==> src/rtl/pht_ctrl.sv <==
// Pattern-history table controller: port A serves 1-cycle lookups, port B runs the
// post-reset clear sweep and serialized read-modify-write updates drained from a small FIFO.
module pht_ctrl #(
  parameter int         ADDR_WIDTH = 10,
  parameter int         UPD_DEPTH  = 4,
  parameter logic [1:0] INIT_CNT   = 2'b01
) (
  input  logic                  clk,
  input  logic                  rst,
  input  logic                  pred_valid_i,
  input  logic [ADDR_WIDTH-1:0] pred_addr_i,
  output logic                  pred_valid_o,
  output logic [1:0]            pred_cnt_o,
  output logic                  pred_taken_o,
  input  logic                  upd_valid_i,
  output logic                  upd_ready_o,
  input  logic [ADDR_WIDTH-1:0] upd_addr_i,
  input  logic                  upd_taken_i,
  output logic                  init_done_o,
  output logic                  ram_ena_o,
  output logic                  ram_wea_o,
  output logic [ADDR_WIDTH-1:0] ram_addra_o,
  output logic [1:0]            ram_dina_o,
  input  logic [1:0]            ram_douta_i,
  output logic                  ram_enb_o,
  output logic                  ram_web_o,
  output logic [ADDR_WIDTH-1:0] ram_addrb_o,
  output logic [1:0]            ram_dinb_o,
  input  logic [1:0]            ram_doutb_i
);
  localparam int DEPTH = 1 << ADDR_WIDTH;
  localparam int PW    = (UPD_DEPTH > 1) ? $clog2(UPD_DEPTH) : 1;

  typedef enum logic [1:0] {INIT, IDLE, READ, WRITE} state_t;
  typedef struct packed {
    logic [ADDR_WIDTH-1:0] addr;
    logic                  taken;
  } upd_t;

  state_t                state, state_nxt;
  logic [ADDR_WIDTH-1:0] sweep;
  logic                  init_done;

  upd_t                  fifo_q [UPD_DEPTH];
  upd_t                  head;
  logic [PW-1:0]         wr_ptr, rd_ptr;
  logic [PW:0]           count;
  logic                  full, empty, push, pop;

  logic                  en_b, we_b;
  logic [ADDR_WIDTH-1:0] addr_b;
  logic [1:0]            din_b, cnt_nxt;

  logic                  pred_vld_q, pred_init_q, byp_we_q;
  logic [ADDR_WIDTH-1:0] pred_addr_q, byp_addr_q;
  logic [1:0]            byp_din_q;

  assign full  = (count == (PW+1)'(UPD_DEPTH));
  assign empty = (count == '0);
  assign push  = upd_valid_i & ~full;
  assign head  = fifo_q[rd_ptr];

  // Saturating 2-bit counter step on the value read in the preceding READ cycle
  always_comb begin
    cnt_nxt = ram_doutb_i;
    if (head.taken) begin
      if (ram_doutb_i != 2'b11) cnt_nxt = ram_doutb_i + 2'd1;
    end else begin
      if (ram_doutb_i != 2'b00) cnt_nxt = ram_doutb_i - 2'd1;
    end
  end

  always_comb begin
    state_nxt = state;
    en_b      = 1'b0;
    we_b      = 1'b0;
    addr_b    = head.addr;
    din_b     = INIT_CNT;
    pop       = 1'b0;
    unique case (state)
      INIT: begin
        en_b   = 1'b1;
        we_b   = 1'b1;
        addr_b = sweep;
        if (sweep == ADDR_WIDTH'(DEPTH-1)) state_nxt = IDLE;
      end
      IDLE: if (!empty) state_nxt = READ;
      READ: begin
        en_b      = 1'b1;
        state_nxt = WRITE;
      end
      WRITE: begin
        en_b      = 1'b1;
        we_b      = 1'b1;
        din_b     = cnt_nxt;
        pop       = 1'b1;
        state_nxt = (count > (PW+1)'(1)) ? READ : IDLE;
      end
    endcase
  end

  always_ff @(posedge clk) begin
    if (rst) begin
      state     <= INIT;
      sweep     <= '0;
      init_done <= 1'b0;
      wr_ptr    <= '0;
      rd_ptr    <= '0;
      count     <= '0;
    end else begin
      state <= state_nxt;
      if (state == INIT) sweep <= sweep + ADDR_WIDTH'(1);
      if (state == INIT && sweep == ADDR_WIDTH'(DEPTH-1)) init_done <= 1'b1;
      if (push) wr_ptr <= wr_ptr + PW'(1);
      if (pop)  rd_ptr <= rd_ptr + PW'(1);
      case ({push, pop})
        2'b10:   count <= count + (PW+1)'(1);
        2'b01:   count <= count - (PW+1)'(1);
        default: count <= count;
      endcase
    end
  end

  always_ff @(posedge clk) begin
    if (push) fifo_q[wr_ptr] <= '{addr: upd_addr_i, taken: upd_taken_i};
  end

  // Capture lookup and same-cycle port-B write so a colliding lookup sees the new value
  always_ff @(posedge clk) begin
    if (rst) begin
      pred_vld_q  <= 1'b0;
      pred_init_q <= 1'b0;
      byp_we_q    <= 1'b0;
    end else begin
      pred_vld_q  <= pred_valid_i;
      pred_init_q <= pred_valid_i & ~init_done;
      pred_addr_q <= pred_addr_i;
      byp_we_q    <= en_b & we_b;
      byp_addr_q  <= addr_b;
      byp_din_q   <= din_b;
    end
  end

  always_comb begin
    pred_cnt_o = 2'b00;
    if (pred_vld_q) begin
      if (pred_init_q)                                 pred_cnt_o = INIT_CNT;
      else if (byp_we_q && byp_addr_q == pred_addr_q)  pred_cnt_o = byp_din_q;
      else                                             pred_cnt_o = ram_douta_i;
    end
  end

  assign pred_valid_o = pred_vld_q;
  assign pred_taken_o = pred_cnt_o[1];
  assign upd_ready_o  = ~full;
  assign init_done_o  = init_done;

  assign ram_ena_o    = pred_valid_i & init_done & ~rst;
  assign ram_wea_o    = 1'b0;
  assign ram_addra_o  = pred_addr_i;
  assign ram_dina_o   = 2'b00;

  assign ram_enb_o    = en_b & ~rst;
  assign ram_web_o    = we_b & ~rst;
  assign ram_addrb_o  = addr_b;
  assign ram_dinb_o   = din_b;
endmodule

==> config.mk <==
export PLATFORM = sky130hd
export DESIGN_NAME = pht_ctrl
export DESIGN_NICKNAME = d
export VERILOG_FILES = /design/src/rtl/pht_ctrl.sv
export SDC_FILE = /design/constraint.sdc
export NUM_CORES = 1
export LEC_CHECK = 0
export ABC_AREA = 1
export CAP_MARGIN = 20
export CORE_ASPECT_RATIO = 0.8
export CORE_MARGIN = 1
export CORE_UTILIZATION = 50
export DETAILED_ROUTE_END_ITERATION = 10
export PLACE_DENSITY = 0.84
export SYNTH_ARGS = -nofsm -noshare
export SYNTH_HDL_FRONTEND = slang
export SYNTH_SLANG_ARGS = --single-unit
==> constraint.sdc <==
create_clock -name clk -period 2.69 [get_ports clk]
set_clock_uncertainty 0.15 [all_clocks]
set_input_delay 0.538 -clock clk [delete_from_list [all_inputs] [get_ports clk]]
set_output_delay 0.538 -clock clk [all_outputs]
set_load 0.01 [all_outputs]
==> Yosys cells after proc, flatten, opt, wreduce, memory -nomap -nowiden <==
Memories as Yosys holds them, arrays and structs flattened. A register that Yosys moved wholly into a read port is not among the register bits.
Index checks and enable logic that the tools add are counted.
Widths: inputs -> output; s select.
{ "totals": {"ff_bits": 45, "ram_bits": 44, "inputBits": 29, "output_inout_bits": 34, "mem_count": 1} }
{ "mem_list": {"columns": ["memory", "words", "width", "rd", "rd_clocked_by_memory_dff", "write_ports", "line", "source"], "rows": [
  ["fifo_q", 4, 11, 1, 1, 1, "44", "upd_t fifo_q [UPD_DEPTH];"]
]} }
{ "op_classes": {"addsub": 7, "order_cmp": 1, "n_eq_ne": 11, "muxes": 20, "bitwise": 10, "reduce_logical": 9} }
{ "ops": {"columns": ["operator", "n"], "rows": [
  ["$mux 2", 12],
  ["$add 10x1->10 const B", 1],
  ["$eq 10x10->1", 1],
  ["$eq 10x10->1 const B", 1],
  ["$mux 10", 1],
  ["$pmux 2 s4", 1],
  ["$and 1x1->1", 7],
  ["$add 2x1->2 const B", 3],
  ["$eq 2x2->1 const B", 3],
  ["$ne 2x2->1 const B", 3],
  ["$pmux 3 s2", 1],
  ["$mux 1", 5],
  ["$eq 2x1->1 const B", 2],
  ["$reduce_bool 2->1", 2],
  ["$add 3x1->3 const B", 1],
  ["$eq 3x3->1 const B", 1],
  ["$gt 3x1->1 const B", 1],
  ["$logic_not 3->1", 1],
  ["$not 1->1", 3],
  ["$reduce_or 3->1", 1],
  ["$sub 3x1->3 const B", 1],
  ["$logic_and 1x1->1", 2],
  ["$logic_not 2->1", 1],
  ["$reduce_and 2->1", 1],
  ["other kinds (2)", 2]
]} }

==> Logic depth before layout (Yosys ltp) <==
Gate-level depths: netlist of run 1.
{ "logic_depth": {"ltp_word": 5, "mapped_depth": 11} }

==> Worst setup path after synthesis of run 1 <==
OpenSTA, ideal clock, no wires.
{ "synth_path": {"path_type": "reg-to-output", "start": "reg state[0]", "end": "out ram_addrb_o[5]", "arrival_ns": 1.453, "required_ns": 2.002, "slack_ns": 0.549, "path_stages_with_launch": 8, "path_cell_list": "dfxtp_1 inv_1 ha_1 buf_4 inv_2 clkbuf_1 nor2_1 a31oi_1"} }
{ "synth_via": {"elab_chain_len": 2} }
{ "synth_lines": {"columns": ["item", "line", "source"], "rows": [
  ["start, declared", "40", "state_t state, state_nxt;"],
  ["start signal, assigned", "111", "state <= state_nxt;"],
  ["$logic_not 2->1", "80", "unique case (state)"],
  ["$mux 10", "80", null],
  ["end, declared", "27", "output logic [ADDR_WIDTH-1:0] ram_addrb_o,"]
]} }
Every way passes these cells.

==> Worst setup path in the final report of run 1 <==
{ "layout_path": {"start": "reg state[1]", "end": "out ram_addrb_o[0]"} }
The elaborated chain is that of the path after synthesis.

==> summary.md, run 1 <==
| Metric | Value |
|---|---|
| Capturing element of the worst setup path | ram_addrb_o[0] |
| Status | finished clean |
| Post-route total power | 3.08 mW |
| Effective utilization at floorplan | 53.1% |
| Dominant cell type by area after synthesis | sky130_fd_sc_hd__edfxtp_1 |
| Cell Rows | 28 |
| DRC violation total after the first TritonRoute iteration | 152 |
| Worst-skew pair later-pin latency | 0.38 ns |
| I/O pins | 63 |
| HP Start | init_done_o |
| Time the worst path needs with I/O delays and setup | 2.57 ns |
| Cell area power density | 621 nW/µm² |
| Proportion of netlist area held by the largest area contributor | 48.8% |
| Weighted congestion at the end of routability-driven global placement | 0.786 |
| Cell depth of the worst flop-to-flop path | 9 |
| Adder and majority gate portion of the synthesized area | 4.01% |
| Placeable Area | 7640 µm² |
| Vias | 2925 |
| Crit-path slowest cell | sky130_fd_sc_hd__clkdlybuf4s50_1 |
| Max-cap check violation count | 0 |
| Terminus of the critical flop-to-flop path | count[2] |
| Fin Hold WS | 0.324 ns |
| Cell at the root of the clock tree | sky130_fd_sc_hd__clkbuf_8 |
| Worst-path fanout max | 8 |
| TritonCTS clock tree | yes |
| Wire length of the first global-routing pass | 12700 µm |
| FF-to-FF setup slack | 0.61 ns |
| CP peak stage delay | 0.53 ns |
| Post-synth design cell area | 4060 µm² |
| Die area | 8480 µm² |
| Cts hold-fix bufs | 0 |
| Y dimension of the die | 82.6 µm |
| Data arrival time of the worst path | 1.89 ns |
| Multiplexer share of the synthesized area | 0% |
| Worst-case setup margin in the final layout | 0.117 ns |
| Final worst-path cycle share | 95.7% |
| Setup TNS Final | 0 ns |
| Startpoint types | flip-flop |
| Largest net degree at the start of global routing | 30 |
| Number of pins with negative max-slew slack in the final report | 0 |
| Class of the most critical setup path | flip-flop to output pin |
| Ranking of synthesized cells by area | sky130_fd_sc_hd__edfxtp_1 (49%), sky130_fd_sc_hd__dfxtp_1 (12%), sky130_fd_sc_hd__nand2_1 (6.2%) |
| Cell total after placement | 567 |
| Post-synth ARST share | 0% |
| Critical Path Sink Type | output pin |
| Final hold viol count | 0 |
| Post-synthesis compound-gate area fraction | 9.74% |
| Most common cell in the netlist | sky130_fd_sc_hd__nand2_1 |
| Wire length per cell after detailed routing | 13.9 µm |
| Fraction of layout instances using a drive strength above 1 | 10.4% |
| Total DRC errors in the routed layout | 0 |
| Number of distinct library cells after synthesis | 26 |
| Register area share after synthesis | 61.2% |
| Number of diodes | 0 |
| Final standard cell count with taps included and fillers excluded | 584 |
| Startpoint of the worst register-to-register path | count[0] |
| Total CTS buffers | 9 |
| Share of the synthesized netlist area taken by xor and xnor gates | 0.647% |
| Hold crit path type | flip-flop to flip-flop |
| Total of flip-flops plus latches after synthesis | 91 |
| Required arrival time at the worst endpoint | 2.00 ns |
| Area growth from synthesis to layout | 22.3% |
| Number of instances in the synthesized netlist | 414 |
| Net total in the final layout | 516 |
| Final setup violation count | 0 |
| Count of buffers from port buffering | 59 |
| Remaining antenna violation count after routing | 0 |
| Static Leak | 2.01 nW |
| Worst setup path startpoint | state[1] |
| Pre-Repair DR Iteration Count | 5 |
| Gr usage total | 20.7% |
| Post-Synthesis Mean Instance Area | 9.80 µm² |
| Vias per Instance | 5.01 |
| Number of sinks handled by clock tree synthesis | 91 |
| Clock transition at the registers of the reported paths | 0.09 ns |
| Worst-case clock buffer depth | 2 |
| Number of cells on the worst hold path | 1 |
| Count of warnings emitted by yosys | 0 |
| Overflow left after global routing | 0 |
| Synthesized-area fraction occupied by and/or/nand/nor cells | 15.4% |
| Combinational family with the most area after synthesis | simple AND/OR/NAND/NOR gates |
| Prevailing post-synth register cell | sky130_fd_sc_hd__edfxtp_1 |
| DPL Wire Length | 5820 µm |
| Max Clock Freq | 389 MHz |
| Leading post-synthesis cells by instance count | sky130_fd_sc_hd__nand2_1 (67), sky130_fd_sc_hd__edfxtp_1 (66), sky130_fd_sc_hd__nor2_1 (54), sky130_fd_sc_hd__inv_1 (50) |
| Worst vdd rail ir drop | 0.407 mV |
| Final routed wirelength across all metal layers | 8090 µm |
| Max H-tree Level | 3 |
| RSZ-0062 raised after global routing | false |
| Ordered list of cells on the worst path | inv_2, ha_4, buf_4, nand2_2, nand2_1, clkdlybuf4s50_1 |
| EDFF count, synth | 66 |
| Pre-CTS WS | 0.0960 ns |
| Horizontal die dimension | 103 µm |
| Vias in the first global route | 2746 |
| Initial antenna violation count | 0 |
-- state kept, by name, indices dropped and copies added, names as in the netlist, named ones only --
register	cells
pred_valid_o	1
state	2
byp_addr_q	10
count	3
wr_ptr	2
init_done_o	1
byp_din_q	2
pred_addr_q	10
sweep	10
pred_init_q	1
fifo_q	44
rd_ptr	2
byp_we_q	1
-- cell type report --
| type | count | area [µm²] |
|---|---|---|
| Fill cell | 618 | 2670 |
| Sequential cell | 91 | 2490 |
| Multi-Input combinational cell | 245 | 1250 |
| Timing Repair Buffer | 72 | 699 |
| Inverter | 55 | 216 |
| Tap cell | 105 | 131 |
| Clock buffer | 10 | 128 |
| Clock inverter | 6 | 51.3 |
-- cells in the final DEF (no fill, tap or decap), types with 10 or more instances in the layout --
master                            synthesis  routed
sky130_fd_sc_hd__ha_1                    13      12
sky130_fd_sc_hd__dfxtp_1                 25      22
sky130_fd_sc_hd__nand2_1                 67      67
sky130_fd_sc_hd__nand3_1                 10      10
sky130_fd_sc_hd__o21ai_0                 25      25
sky130_fd_sc_hd__a21oi_1                 18      18
sky130_fd_sc_hd__buf_4                   15      11
sky130_fd_sc_hd__clkdlybuf4s50_1          0      45
sky130_fd_sc_hd__edfxtp_1                66      66
sky130_fd_sc_hd__inv_1                   50      47
sky130_fd_sc_hd__o22ai_1                 10      10
sky130_fd_sc_hd__o21ai_1                 21      21
sky130_fd_sc_hd__nor2_1                  54      52
-- cells by family (layout without fill, tap and decap cells) --
logic type,count (synthesis),after routing
adder cells (fa/ha/maj),13,13
AO/OA/AOI/OAI,76,76
XOR/XNOR,3,3
other,1,3
AND/OR/NAND/NOR,150,150
flip-flops,91,91
buffers and inverters,80,143
-- through the flow --
stage	utilization, %	cell area (µm²)
final	65.0	4960
after global routing	65.0	4960
after CTS	64.4	4920
after detailed placement	62.0	4730
after global placement	62.0	4730
after floorplan	-	4070
-- worst min path at each step --
| stage | slack [ns] | to |
|---|---|---|
| after detailed placement | 0.30 | pred_init_q |
| after floorplan | 0.26 | flip-flop |
| after CTS | 0.32 | flip-flop |
| after global placement | 0.28 | rd_ptr[1] |
| final | 0.32 | pred_init_q |
| after global routing | 0.34 | flip-flop |
-- power breakdown --
| group | switching, mW | total, mW | internal [mW] | leakage (nW) |
|---|---|---|---|---|
| clock network | 0.491 | 0.835 | 0.345 | 0.0894 |
| logic | 0.326 | 0.571 | 0.245 | 1.10 |
| registers | 0.0587 | 1.68 | 1.62 | 0.828 |
| total | 0.876 | 3.08 | 2.21 | 2.01 |
-- critical path, delay by kind of cell, from the launching register on --
kind / cells / cell delay [ns]
buffers and inverters: 3 / 0.82
DFF: 1 / 0.35
adders and majority gates: 1 / 0.17
and+or+nand+nor: 2 / 0.17
-- routing by layer --
| layer | part of all wire (%) | GRT usage [%] |
|---|---|---|
| met5 | 0 | 0 |
| met4 | 1.2 | 6.90 |
| met3 | 7.6 | 8.00 |
| met2 | 48 | 34.4 |
| met1 | 43 | 24.8 |
-- timing repair --
action / CTS / global route
endpoints found under the hold margin: 0 / 0
pin swaps: 0 / 2
gates resized for setup: 20 / 17
setup endpoints to repair: 15 / 8
buffers inserted: 0 / 1
(Power assumes the default switching activity.)
==> inputs of run 2 (changes only) <==
- PLACE_DENSITY: 0.84 -> 0.8
==> summary.md, run 2 (synthesized netlist as in run 1, its figures left out) <==
| Metric | Value |
|---|---|
| Status | finished clean |
| Data arrival time of the worst path | 1.93 ns |
| Final routed wirelength across all metal layers | 8600 µm |
| Setup TNS Final | 0 ns |
| Number of pins with negative max-slew slack in the final report | 0 |
| Cell total after placement | 571 |
| Leading cell types in the layout, fill and taps excluded | sky130_fd_sc_hd__nand2_1 (67), sky130_fd_sc_hd__edfxtp_1 (66), sky130_fd_sc_hd__nor2_1 (53) |
| Placeable Area | 7640 µm² |
| Worst-skew pair later-pin latency | 0.36 ns |
| TritonCTS clock tree | yes |
| Clock transition at the registers of the reported paths | 0.09 ns |
| Area growth from synthesis to layout | 25.4% |
| Remaining antenna violation count after routing | 0 |
| Peak-usage layer in the global routing report | met2 |
| DPL Wire Length | 5920 µm |
| Max Clock Freq | 382 MHz |
| Startpoint types | flip-flop |
| Critical Path Sink Type | output pin |
| Net total in the final layout | 526 |
| Effective utilization at floorplan | 53.1% |
| Cell Rows | 28 |
| Most frequent standard cell in the layout excluding fill and tap cells | sky130_fd_sc_hd__nand2_1 |
| Worst-path fanout max | 8 |
| Number of flip-flops under the largest register name | 44 |
| Max H-tree Level | 3 |
| Class of the most critical setup path | flip-flop to output pin |
| Vias per Instance | 5.12 |
| Count of buffers from port buffering | 59 |
| Final core occ | 66.6% |
| Horizontal die dimension | 103 µm |
| Final-layout fill cell count | 580 |
| Total CTS buffers | 9 |
| Final setup violation count | 0 |
| Max-cap check violation count | 0 |
| Gr usage total | 21.1% |
| RSZ-0062 raised after global routing | true |
| Multi-input gate area in the final layout | 1260 µm² |
| Final standard cell count with taps included and fillers excluded | 594 |
| Worst vdd rail ir drop | 0.324 mV |
| Wire length per cell after detailed routing | 14.5 µm |
| Global-route met1 utilization | 24.2% |
| Vias | 3041 |
| Time the worst path needs with I/O delays and setup | 2.62 ns |
| Fraction of layout instances using a drive strength above 1 | 12.1% |
| Worst-case clock buffer depth | 2 |
| Y dimension of the die | 82.6 µm |
| Largest net degree at the start of global routing | 26 |
| Hold crit path type | flip-flop to flip-flop |
| Total DRC errors in the routed layout | 0 |
| Initial antenna violation count | 0 |
| Static Leak | 2.08 nW |
| Register containing the most flip-flops in the final layout | fifo_q |
| Post-route design area | 5090 µm² |
| Required arrival time at the worst endpoint | 2.00 ns |
| Overflow left after global routing | 0 |
| Number of diodes | 0 |
| Number of sinks handled by clock tree synthesis | 91 |
| Wire length of the first global-routing pass | 13300 µm |
| Final hold viol count | 0 |
| I/O pins | 63 |
| Cts hold-fix bufs | 0 |
| Cell at the root of the clock tree | sky130_fd_sc_hd__clkbuf_8 |
| Vias in the first global route | 3005 |
| Pre-Repair DR Iteration Count | 7 |
| Cell area power density | 658 nW/µm² |
| Area taken by flip-flops and latches | 2480 µm² |
| Die area | 8480 µm² |
| DRC violation total after the first TritonRoute iteration | 186 |
| Global Route met3 Usage | 5.47% |
| Final worst-path cycle share | 97.2% |
| Weighted congestion at the end of routability-driven global placement | 0.821 |
| Placed inst area | 4760 µm² |
| Met2 routing resource usage after global routing | 38.3% |
==> run 2: changes by cell type in the layout (fill, tap and decap cells not counted), sizes merged, moves of 2 or more <==
cell | previous run | this run
buf | 13 | 22
bufinv | 0 | 2
clkbuf | 11 | 9
clkinv | 4 | 0
clkinvlp | 1 | 4
dlygate4sd2 | 7 | 10
==> run 2: layout make-up <==
cell class | instances | share of cell area (%)
multi-input combinational | 245 | 24.8
timing repair inverter | 1 | 0.147
timing repair buffer | 81 | 15.1
inverter | 55 | 4.15
clock buffer | 9 | 2.43
tap | 105 | 2.58
sequential | 91 | 48.8
clock inverter | 7 | 1.97
==> run 2: timing repair <==
action / in CTS / in global routing
pin swaps: 1 / 0
cloned: 1 / 0
endpoints found under the setup margin: 15 / 7
setup buffers: 3 / 3
resized for setup: 21 / 7
==> run 2: power by group <==
group	switching (mW)	internal, mW	total, mW
sequential	0.0556	1.62	1.68
clock	0.484	0.529	1.01
combinational	0.367	0.293	0.660
==> run 2: metal layers <==
| layer | share of wire (%) | vias to the layer above |
|---|---|---|
| met2 | 50 | 124 |
| met5 | 0 | - |
| met1 | 42 | 1400 |
| met4 | 1.7 | 0 |
| met3 | 6.0 | 23 |
| li1 | - | 1494 |
==> run 2: worst paths after layout <==
kind / depth (start not counted) / from / endpoint / slack [ns]
worst max register to register: 9 / count[0] / count[2] / 0.65
worst min register to register: 1 / rd_ptr[1] / flip-flop / 0.30
worst min-delay path: 1 / rd_ptr[1] / flip-flop / 0.30
worst max-delay path: 6 / flip-flop / ram_addrb_o[1] / 0.07
==> run 2: through the flow <==
step                      worst slack (ns)  hold WS [ns]  power (mW)
after detailed placement             0.149         0.303        2.29
after global placement               0.145         0.270        2.26
final                               0.0747         0.299        3.35
after CTS                           0.0131         0.304        3.32
after global routing             -0.000547         0.339        3.49
after floorplan                      0.549         0.264        2.03
==> run 2: critical path: stages, from the launching register on <==
cell and delay, ns:
sky130_fd_sc_hd__dfxtp_2 0.38, sky130_fd_sc_hd__buf_4 0.17, sky130_fd_sc_hd__o21ai_0 0.09, sky130_fd_sc_hd__o22ai_1 0.16
sky130_fd_sc_hd__nand2_1 0.12, sky130_fd_sc_hd__o21ai_4 0.09, sky130_fd_sc_hd__clkdlybuf4s50_1 0.55
